File: config.mk
export PLATFORM = sky130hd
export DESIGN_NAME = countdown_timer_ctrl
export DESIGN_NICKNAME = d
export VERILOG_FILES = /design/src/rtl/timer_pkg.sv /design/src/rtl/tick_prescaler.sv /design/src/rtl/countdown_timer_ctrl.sv
export SDC_FILE = /design/constraint.sdc
export NUM_CORES = 1
export LEC_CHECK = 0
export CORE_ASPECT_RATIO = 1.25
export CORE_UTILIZATION = 45
export CTS_BUF_LIST = sky130_fd_sc_hd__clkbuf_8
export DETAILED_ROUTE_END_ITERATION = 16
export GPL_TIMING_DRIVEN = 0
export PLACE_DENSITY = 0.72
export SYNTH_ARGS = -nofsm -noshare
export SYNTH_HDL_FRONTEND = slang
export SYNTH_HIERARCHICAL = 1
export SYNTH_SLANG_ARGS = --single-unit
File: constraint.sdc
create_clock -name clk -period 5.35 [get_ports clk]
set_clock_uncertainty 0.05 [all_clocks]
set_input_delay 1.07 -clock clk [delete_from_list [all_inputs] [get_ports clk]]
set_output_delay 1.07 -clock clk [all_outputs]
set_load 0.02 [all_outputs]
File: src/rtl/timer_pkg.sv
// -----------------------------------------------------------------------------
// timer_pkg : shared state encoding and default width for the countdown timer
// Rev 1.0
// -----------------------------------------------------------------------------
`default_nettype none

package timer_pkg;

    localparam int TMR_W = 4;

    localparam logic [1:0] ST_IDLE  = 2'd0;
    localparam logic [1:0] ST_RUN   = 2'd1;
    localparam logic [1:0] ST_PAUSE = 2'd2;

    typedef enum logic [1:0] {
        S_IDLE  = ST_IDLE,
        S_RUN   = ST_RUN,
        S_PAUSE = ST_PAUSE
    } state_e;

endpackage

`default_nettype wire

File: src/rtl/tick_prescaler.sv
// -----------------------------------------------------------------------------
// tick_prescaler : emits a one-cycle tick every DIV enabled cycles
// Rev 1.0
// -----------------------------------------------------------------------------
`default_nettype none

module tick_prescaler #(
    parameter int DIV = 1
) (
    input  logic clk,
    input  logic clr,
    input  logic en,
    input  logic sync_clear,
    output logic tick
);

    localparam int              CW     = (DIV > 1) ? $clog2(DIV) : 1;
    localparam logic [CW-1:0]   C_LAST = CW'(DIV - 1);

    logic [CW-1:0] cnt_q;
    logic [CW-1:0] cnt_d;

    // With DIV=1 the count stays at zero, so every enabled cycle ticks.
    assign tick = en && (cnt_q == C_LAST);

    always_comb begin
        cnt_d = cnt_q;
        if (sync_clear) begin
            cnt_d = '0;
        end else if (en) begin
            cnt_d = tick ? '0 : cnt_q + 1'b1;
        end
    end

    always_ff @(posedge clk) begin
        if (clr) begin
            cnt_q <= '0;
        end else begin
            cnt_q <= cnt_d;
        end
    end

endmodule

`default_nettype wire

File: src/rtl/countdown_timer_ctrl.sv
// -----------------------------------------------------------------------------
// countdown_timer_ctrl : programmable down-counter with load/start/stop/pause,
// prescaled tick, terminal-count done pulse and optional auto-reload. Rev 1.0
// -----------------------------------------------------------------------------
`default_nettype none

module countdown_timer_ctrl
    import timer_pkg::*;
#(
    parameter int W   = TMR_W,
    parameter int DIV = 1
) (
    input  logic         clk,
    input  logic         clr,
    input  logic         load,
    input  logic [W-1:0] preset,
    input  logic         start,
    input  logic         stop,
    input  logic         pause,
    input  logic         auto_reload,
    output logic [W-1:0] Q,
    output logic         busy,
    output logic         done
);

    state_e       st_q, st_d;
    logic [W-1:0] q_q, q_d;
    logic [W-1:0] rld_q, rld_d;
    logic         done_q, done_d;
    logic         busy_q;
    logic [W-1:0] eff_q;
    logic         pre_en;
    logic         pre_clr;
    logic         tick;

    // Prescaler only advances in an undisturbed RUN cycle; stop and pause
    // both suppress the tick of the cycle in which they are seen.
    assign pre_en  = (st_q == S_RUN) && !stop && !pause;
    assign pre_clr = (st_q == S_IDLE) && !stop && start;

    tick_prescaler #(
        .DIV (DIV)
    ) u_prescaler (
        .clk        (clk),
        .clr        (clr),
        .en         (pre_en),
        .sync_clear (pre_clr),
        .tick       (tick)
    );

    assign eff_q = load ? preset : q_q;

    always_comb begin
        st_d   = st_q;
        q_d    = q_q;
        rld_d  = rld_q;
        done_d = 1'b0;
        case (st_q)
            S_IDLE: begin
                if (!stop) begin
                    if (load) begin
                        q_d   = preset;
                        rld_d = preset;
                    end
                    if (start) begin
                        if (eff_q != '0) begin
                            st_d = S_RUN;
                        end else begin
                            done_d = 1'b1;
                        end
                    end
                end
            end
            S_RUN: begin
                if (stop) begin
                    st_d = S_IDLE;
                end else if (pause) begin
                    st_d = S_PAUSE;
                end else if (tick) begin
                    if (q_q > W'(1)) begin
                        q_d = q_q - W'(1);
                    end else begin
                        done_d = 1'b1;
                        // A zero reload value would re-enter RUN at zero; treat it as a plain stop.
                        if (auto_reload && (rld_q != '0)) begin
                            q_d = rld_q;
                        end else begin
                            q_d  = '0;
                            st_d = S_IDLE;
                        end
                    end
                end
            end
            S_PAUSE: begin
                if (stop) begin
                    st_d = S_IDLE;
                end else if (!pause) begin
                    st_d = S_RUN;
                end
            end
            default: begin
                st_d = S_IDLE;
            end
        endcase
    end

    always_ff @(posedge clk) begin
        if (clr) begin
            st_q   <= S_IDLE;
            q_q    <= '1;
            rld_q  <= '1;
            done_q <= 1'b0;
            busy_q <= 1'b0;
        end else begin
            st_q   <= st_d;
            q_q    <= q_d;
            rld_q  <= rld_d;
            done_q <= done_d;
            busy_q <= (st_d != S_IDLE);
        end
    end

    assign Q    = q_q;
    assign busy = busy_q;
    assign done = done_q;

endmodule

`default_nettype wire
==> impl_metrics.yaml <==
clocking:
  insertion_delay_ns: 0.24
  ctsHoldBuffers: 0
  cts.clk_slew.worst_paths_ns: 0.06
  htreeDepth: 1
  post-cts-setup-buffers: 0
  cts_sinks: 13
  cts_buffer_depth: 2
  tritoncts: "done"
  cts_resized: 0
  cts_made_buffers: 3
  cts_root_buffer: "clkbuf_8"
placement:
  dpl.hpwl_um: 1410
  dpl-instance-area_um2: 963
  place_congestion: 0.888
  dp.cells: 125
  io_buffers: 16
logic_synthesis:
  yosysTopAreaCell: "dfxtp_1"
  ys_ff_latch: 13
  synthDistinctLibCells: 35
  synth_edf_count: 0
  syn_area_um2: 781
  synth_seq_area_share_pct: 33.3
  syn_nets: 104
  synthTopCellsByArea: "dfxtp_1, nand3_1, nand2_1"
  netlist.area_leader.share_pct: 33.3
  syn_avg_cell_area_um2: 8.58
  synthTopCellsByCount: "dfxtp_1, nand2_1, nand3_1"
  yosysMostFrequentCell: "dfxtp_1"
  synth_cells: 91
  async_flop_share_pct: 0
  synth_warnings: 6
  synth-main-ff-cell: "dfxtp_1"
setup_path:
  slowest_delay_ns: 0.55
  rr_endpoint: "Q[2]$_SDFFE_PP1P_"
  rr_worst_depth: 7
  cp-start-kind: "input pin"
  crit_fanout: 8
  critical_path_class: "input pin to register"
  path_cells: "clkdlybuf4s50_1 > nor3_2 > nor2b_1 > nand2b_4 > a211o_4 > o311ai_1"
  crit_start: "stop"
  rr_startpoint: "st_q[1]$_SDFF_PP0_"
  critical-path-slowest-cell: "clkdlybuf4s50_1"
  endpoint: "Q[2]$_SDFFE_PP1P_"
  worstPathArrival_ns: 3.08
  required_ns: 5.43
  worst_setup_path_end_kind: "register"
  r2r_slack_ns: 3.16
route:
  wl_met1_um: 821
  routed.top_layer: "met4"
  vias_per_cell: 6.02
  firstDrtPassIters: 4
  wl_met2_um: 871
  drc: 0
  num_vias: 776
  wirelength_um: 1760
  route.met3.wl_um: 66
  drtIter0Drc: 22
  drtAntennaViolNets: 0
  wl_per_cell_um: 13.7
layout:
  area_delta_synth_final_pct: 29.2
  nFillCells: 144
  final_area_um2: 1010
  antenna-diode-count: 0
  register_area_um2: 260
  drive_above_1_share_pct: 10.8
  final_nets: 125
  multiInputGateArea_um2: 497
  fin_cells: 129
floorplanning:
  ios: 17
  fp.dieH_um: 48.6
  chipWidth_um: 39.3
  start_util_pct: 48.8
  core_area_um2: 1600
  die-area_um2: 1910
  rows: 16
sta:
  rsz0062_at_grt: "false"
  finalSetupViolations: 0
  tightestPinTransition_ns: 0.420
  relSlewSlack_pct: 71.8
  fmax_mhz: 333
  fin_crit_sh_pct: 56.2
  slew_viol_final: 0
  fin_crit_ns: 3.01
  setup_tns_ns: 0
  hold_violations: 0
  whs_ns: 0.451
global_routing:
  grt_antenna_before_repair: 0
  grt_max_degree: 11
  grt.overflow.total: 0
  grt_pass1_wl_um: 3150
  grt_pass1_vias: 731
  grt_use_total_pct: 22.2
power:
  powerDensity_nw_per_um2: 249
  vdd_drop_max_mv: 0.172
  p_leak_nw: 0.405
hold_path:
  min_path_type: "register to register"
run:
  cap_violations: 0
status:
  outcome: "completed"
[cell families (layout without fill, tap and decap cells)]
family                     Yosys count  count (layout)  synth area share, %
AOI/OAI and AO/OA                   27              27                 26.9
adders and majority gates            2               2                 3.20
buffers and inverters                6              26                 3.04
DFF                                 13              13                 33.3
muxes                                1               1                 1.44
and+or+nand+nor                     42              42                 32.1
[cell type report]
class	count	area share, %
multi-input combinational	72	49.3
sequential	13	25.8
tap	18	2.23
timing repair buffer	16	15.9
inverter	3	1.12
clock buffer	3	4.09
buffer	3	1.24
clock inverter	1	0.372
[how the worst min path moves through the flow]
| stage | slack [ns] | startpoint | to | cells after the start |
|---|---|---|---|---|
| after floorplan | 0.41 | rld_q[0]$_SDFFE_PP1P_ | rld_q[0]$_SDFFE_PP1P_ | 2 |
| after global placement | 0.43 | u_prescaler/cnt_q$_SDFFE_PP0P_ | u_prescaler/cnt_q$_SDFFE_PP0P_ | 1 |
| after detailed placement | 0.45 | rld_q[2]$_SDFFE_PP1P_ | rld_q[2]$_SDFFE_PP1P_ | 2 |
| after CTS | 0.45 | rld_q[2]$_SDFFE_PP1P_ | rld_q[2]$_SDFFE_PP1P_ | 2 |
| after global routing | 0.47 | u_prescaler/cnt_q$_SDFFE_PP0P_ | u_prescaler/cnt_q$_SDFFE_PP0P_ | 1 |
| final | 0.45 | rld_q[0]$_SDFFE_PP1P_ | rld_q[0]$_SDFFE_PP1P_ | 2 |
[state kept, by name, summed over array words and instances, names as in the netlist]
register and count:
busy 1, Q 4, rld_q 4, u_prescaler/cnt_q 1
done 1, st_q 2
[worst max-delay path, delay by kind of cell]
kind                   cells  cell delay, ns
and+or+nand+nor            3            0.73
buffers and inverters      1            0.55
AOI/OAI and AO/OA          2            0.73
[cells in the final DEF (no fill, tap or decap), drive strengths merged, types with 3 or more instances in the layout]
cell	synthesis	routed
a21oi	6	6
a311oi	3	3
clkbuf	2	5
clkdlybuf4s50	0	16
dfxtp	13	13
inv	3	4
nand2	9	9
nand2b	3	3
nand3	9	9
nor2	4	4
nor2b	4	4
nor3	5	5
o31ai	4	4
[power by group]
group,internal [W],total (W),switching [W]
Clock,0.0000505,0.0000845,0.0000340
Sequential,0.000103,0.000111,0.00000750
Combinational,0.0000272,0.0000556,0.0000284
[stage by stage]
step / utilization [%] / total power (W) / worst slack (ns)
after floorplan: - / 0.000143 / 2.93
after global placement: 60.2 / 0.000167 / 2.09
after detailed placement: 60.2 / 0.000168 / 2.09
after CTS: 63.0 / 0.000252 / 2.35
after global routing: 63.0 / 0.000263 / 2.19
final: 63.0 / 0.000251 / 2.34
[layer usage]
layer	vias to the layer above	track usage, %
li1	391	-
met3	2	2.75
met5	-	0
met1	353	30.3
met2	30	35.8
met4	0	5.75
(Power assumes the default switching activity.)
